--- src/rtl/a2d_rr_sched.sv ---
// Round-robin ADC128S conversion scheduler: left load cell, right load cell, battery.
// Optional battery-low flag enabled by defining BATT_LOW_EN.
module a2d_rr_sched #(
  parameter logic [2:0]  CH_LFT      = 3'd0,
  parameter logic [2:0]  CH_RGHT     = 3'd4,
  parameter logic [2:0]  CH_BATT     = 3'd5,
  parameter int unsigned GAP_CYC     = 2,
  parameter logic [11:0] BATT_THRESH = 12'h800
) (
  input  logic        clk,
  input  logic        rst,
  input  logic        nxt,
  output logic        wrt,
  output logic [15:0] cmd,
  input  logic        done,
  input  logic [15:0] rd_data,
  output logic [11:0] lft_ld,
  output logic [11:0] rght_ld,
  output logic [11:0] batt,
  output logic        cnv_cmplt,
`ifdef BATT_LOW_EN
  output logic        batt_low,
`endif
  output logic        busy
);

  localparam int unsigned GAP_W = 4;

  typedef enum logic [2:0] {S_IDLE, S_CMD1, S_WAIT1, S_GAP, S_CMD2, S_WAIT2} state_t;
  typedef enum logic [1:0] {P_LFT, P_RGHT, P_BATT} ptr_t;

  state_t           state_q, state_d;
  ptr_t             ptr_q, ptr_d;
  logic [GAP_W-1:0] gap_q, gap_d;
  logic             wrt_q, wrt_d;
  logic [15:0]      cmd_q, cmd_d;
  logic             busy_q, busy_d;
  logic             cnv_q, cnv_d;
  logic [11:0]      lft_q, lft_d;
  logic [11:0]      rght_q, rght_d;
  logic [11:0]      batt_q, batt_d;
  logic [2:0]       ch_sel;
  logic             done_ok;
`ifdef BATT_LOW_EN
  logic             batt_low_q, batt_low_d;
`else
  logic [11:0]      unused_thresh;
  assign unused_thresh = BATT_THRESH;
`endif
  logic [3:0]       unused_rd_hi;
  assign unused_rd_hi = rd_data[15:12];

  // The master needs at least one clk after wrt, so a coincident done is spurious.
  assign done_ok = done & ~wrt_q;

  always_comb begin
    case (ptr_q)
      P_RGHT:  ch_sel = CH_RGHT;
      P_BATT:  ch_sel = CH_BATT;
      default: ch_sel = CH_LFT;
    endcase
  end

  always_comb begin
    state_d = state_q;
    ptr_d   = ptr_q;
    gap_d   = gap_q;
    wrt_d   = 1'b0;
    cmd_d   = cmd_q;
    busy_d  = busy_q;
    cnv_d   = 1'b0;
    lft_d   = lft_q;
    rght_d  = rght_q;
    batt_d  = batt_q;
`ifdef BATT_LOW_EN
    batt_low_d = batt_low_q;
`endif
    case (state_q)
      S_IDLE: begin
        if (nxt) begin
          state_d = S_CMD1;
          cmd_d   = {2'b00, ch_sel, 11'h000};
          busy_d  = 1'b1;
        end
      end
      S_CMD1: begin
        wrt_d   = 1'b1;
        state_d = S_WAIT1;
      end
      S_WAIT1: begin
        if (done_ok) begin
          gap_d   = '0;
          state_d = (GAP_CYC == 0) ? S_CMD2 : S_GAP;
        end
      end
      S_GAP: begin
        if (gap_q == GAP_W'(GAP_CYC - 1)) state_d = S_CMD2;
        else                              gap_d   = gap_q + GAP_W'(1);
      end
      S_CMD2: begin
        wrt_d   = 1'b1;
        state_d = S_WAIT2;
      end
      S_WAIT2: begin
        if (done_ok) begin
          state_d = S_IDLE;
          busy_d  = 1'b0;
          cnv_d   = 1'b1;
          case (ptr_q)
            P_RGHT: begin
              rght_d = rd_data[11:0];
              ptr_d  = P_BATT;
            end
            P_BATT: begin
              batt_d = rd_data[11:0];
`ifdef BATT_LOW_EN
              batt_low_d = (rd_data[11:0] < BATT_THRESH);
`endif
              ptr_d  = P_LFT;
            end
            default: begin
              lft_d  = rd_data[11:0];
              ptr_d  = P_RGHT;
            end
          endcase
        end
      end
      default: state_d = S_IDLE;
    endcase
  end

  always_ff @(posedge clk) begin
    if (rst) begin
      state_q <= S_IDLE;
      ptr_q   <= P_LFT;
      gap_q   <= '0;
      wrt_q   <= 1'b0;
      cmd_q   <= 16'h0000;
      busy_q  <= 1'b0;
      cnv_q   <= 1'b0;
      lft_q   <= 12'h000;
      rght_q  <= 12'h000;
      batt_q  <= 12'h000;
`ifdef BATT_LOW_EN
      batt_low_q <= 1'b0;
`endif
    end else begin
      state_q <= state_d;
      ptr_q   <= ptr_d;
      gap_q   <= gap_d;
      wrt_q   <= wrt_d;
      cmd_q   <= cmd_d;
      busy_q  <= busy_d;
      cnv_q   <= cnv_d;
      lft_q   <= lft_d;
      rght_q  <= rght_d;
      batt_q  <= batt_d;
`ifdef BATT_LOW_EN
      batt_low_q <= batt_low_d;
`endif
    end
  end

  assign wrt       = wrt_q;
  assign cmd       = cmd_q;
  assign busy      = busy_q;
  assign cnv_cmplt = cnv_q;
  assign lft_ld    = lft_q;
  assign rght_ld   = rght_q;
  assign batt      = batt_q;
`ifdef BATT_LOW_EN
  assign batt_low  = batt_low_q;
`endif

endmodule

--- config.mk ---
export PLATFORM = sky130hd
export DESIGN_NAME = a2d_rr_sched
export DESIGN_NICKNAME = d
export VERILOG_FILES = /design/src/rtl/a2d_rr_sched.sv
export SDC_FILE = /design/constraint.sdc
export NUM_CORES = 1
export LEC_CHECK = 0
export ABC_AREA = 1
export CAP_MARGIN = 20
export CORE_MARGIN = 2
export CORE_UTILIZATION = 41
export CTS_CLUSTER_SIZE = 24
export DETAILED_ROUTE_END_ITERATION = 8
export PLACE_DENSITY = 0.86
export SLEW_MARGIN = 20
export SYNTH_ARGS = -nofsm -noshare
export SYNTH_HDL_FRONTEND = slang
export SYNTH_SLANG_ARGS = --single-unit
export TNS_END_PERCENT = 20
--- constraint.sdc ---
create_clock -name clk -period 1.5 [get_ports clk]
set_clock_uncertainty 0.1 [all_clocks]
set_input_delay 0.15 -clock clk [delete_from_list [all_inputs] [get_ports clk]]
set_output_delay 0.15 -clock clk [all_outputs]
set_load 0.01 [all_outputs]
==> impl_metrics.tcl <==
set metrics [dict create \
    status "finished, final reports clean" \
    cap_viol_max_count 0 \
    grt_antenna_before_repair 0 \
    reg2reg_depth 5 \
    mappedNetlistArea_um2 2246 \
    ioPinCount 75 \
    crit_arrival_ns 1.21 \
    grt_max_degree 38 \
    track_usage_pct 18.12 \
    timing.final.crit_share_pct 97.17 \
    placed_cell_area_um2 2877 \
    finalSetupViolCount 0 \
    critPathCaptureType "output port" \
    n_antenna_cell 0 \
    grt_pass1_vias 1942 \
    antenna_left 0 \
    max_freq_ghz 0.6861 \
    cts_root_buffer "clkbuf_8" \
    die_w_um 78.01 \
    rsz0062_at_grt "no" \
    die_y_um 78.01 \
    synthCells 289 \
    final_common_cell "nand2_1" \
    tritoncts.num_buffers 5 \
    clkLatencyLatePin_ns 0.30 \
    drc 0 \
    crit_type "register to output port" \
    dp_hpwl_um 3941 \
    ys_types 21 \
    first_pass_iters 4 \
    ctsLongestPathBuffers 2 \
    timing.final.ws_setup_ns 0.04245 \
    hold_buffers 0 \
    slowest_stage "clkdlybuf4s50_1" \
    gp_congestion 0.9124 \
    cp_max_fo 2 \
    path_depth 1 \
    post-route-cell-area_um2 2999 \
    crit_required_ns 1.25 \
    critPathBufInv 1 \
    vdd_drop_max_v 0.0005418 \
    holdPathStages 2 \
    cp_cell_sequence "clkdlybuf4s50_1" \
    ys_seq_area_share_pct 44.57 \
    port_buffers 56 \
    syn_avg_cell_area_um2 7.771 \
    nNetsFinal 381 \
    htree_levels 2 \
    vias 2046 \
    maxSlewViolCount 0 \
    wl_per_cell_um 12.59 \
    slowest_delay_ns 0.56 \
    clock-sinks 50 \
    dp_slack_ns -0.1873 \
    vias_per_cell 4.814 \
    power_density_nw_per_um2 1138 \
    initial_core_util_pct 43.15 \
    finalHoldViolCount 0 \
    grt_overflow 0 \
    syn2layout_area_growth_pct 33.54 \
    p_leak_nw 1.240 \
    die_area_um2 6086 \
    cts_tree "built" \
    final_layout_size_suffix_gt1_share_pct 11.55 \
    drt_iter0_markers 81 \
    yosys_warnings 0 \
    row_count 26 \
    routed_wl_um 5350 \
    clkTransAtPathRegs_ns 0.09 \
    synth-seq-cells 50 \
    crit_path_start_kind "register" \
    grt_pass1_wl_um 8763 \
    layout_common_cells "66 x nand2_1, 49 x clkdlybuf4s50_1, 46 x a21oi_1, 46 x dfxtp_1, 44 x nand3_1" \
    period_needed_ns 1.458 \
    critPathTopFamily "buffers and inverters" \
    core_um2 5205 \
    min_path_type "register to register" \
]
## repair_timing
action                     in CTS  in global routing
setup endpoints to repair       1                 14
setup buffers                   0                  0
gates resized for setup         2                 11
## registers in the layout, indices dropped and copies added (netlist names)
| signal | flops |
|---|---|
| batt | 12 |
| lft_ld | 12 |
| rght_ld | 12 |
| gap_q | 4 |
| state_q | 3 |
| cmd | 2 |
| ptr_q | 2 |
| busy | 1 |
| cnv_cmplt | 1 |
| wrt | 1 |
## final cells by class
cell class              instances  area, µm²
clock buffers                   5      68.82
clock inverters                 2      15.01
fillers                       477       2206
inverters                      17      63.81
multi-input cells             205       1001
flip-flops and latches         50       1006
well taps                      70      87.58
repair buffers                 76      757.0
## per-stage QoR
| stage | TNS [ns] | power [mW] | util, % | std cells | hold WS, ns |
|---|---|---|---|---|---|
| floorplan | 0 | 2.328 | - | 302 | 0.2143 |
| global placement | -2.606 | 2.613 | 55.26 | 418 | 0.3333 |
| detailed placement | -3.592 | 2.653 | 55.26 | 418 | 0.3353 |
| CTS | 0 | 3.423 | 56.92 | 425 | 0.3487 |
| global route | 0 | 3.649 | 57.62 | 425 | 0.3651 |
| finish | 0 | 3.412 | 57.62 | 425 | 0.3467 |
## logic make-up (layout without fill, tap and decap cells)
family                     Yosys count  in the layout  share of synthesized area (%)
other                                1             14                         0.1670
buffers and inverters               47            100                          13.59
and+or+nand+nor                    135            135                          27.08
AOI/OAI and AO/OA                   50             50                          11.25
DFF                                 50             50                          44.57
adders and majority gates            6              6                          3.343
## routing by layer
metal / up-vias / share of wire, % / GRT usage [%]
met5: - / 0 / 0
met4: 0 / 0.92 / 6.842
met3: 4 / 8.1 / 6.782
met2: 70 / 49 / 30.95
met1: 932 / 41 / 20.59
li1: 1040 / - / -
## final timing paths
kind / from / endpoint / slack [ns]
worst min-delay path: cmd[11] / cmd[11] / 0.35
worst min register to register: cmd[11] / cmd[11] / 0.35
worst max-delay path: rght_ld[3] / rght_ld[3] / 0.04
worst max register to register: state_q[0] / lft_ld[6] / 0.10
## power by group
group	switching [mW]	internal (mW)	total, mW
sequential	0.132	1.45	1.59
combinational	0.594	0.472	1.07
clock	0.442	0.319	0.761
total	1.17	2.25	3.41
## tightest hold or removal path, delay by kind of cell, from the launching register on
family | cells | cell delay [ns]
compound gates | 1 | 0.05
flops | 1 | 0.32
buf+inv | 1 | 0.05
## cell usage after synthesis, drive strengths merged
library cell / count / area, µm²
buf: 25 / 222.7
dfxtp: 50 / 1001
clkbuf: 5 / 18.77
nand3: 45 / 230.2
o21ai: 3 / 15.01
nand2: 68 / 260.3
nor2: 20 / 90.09
ha: 6 / 75.07
a21oi: 46 / 230.2
o21bai: 1 / 7.510
inv: 17 / 63.81
conb: 1 / 3.750
nand3b: 2 / 27.53
(Power assumes the default switching activity.)
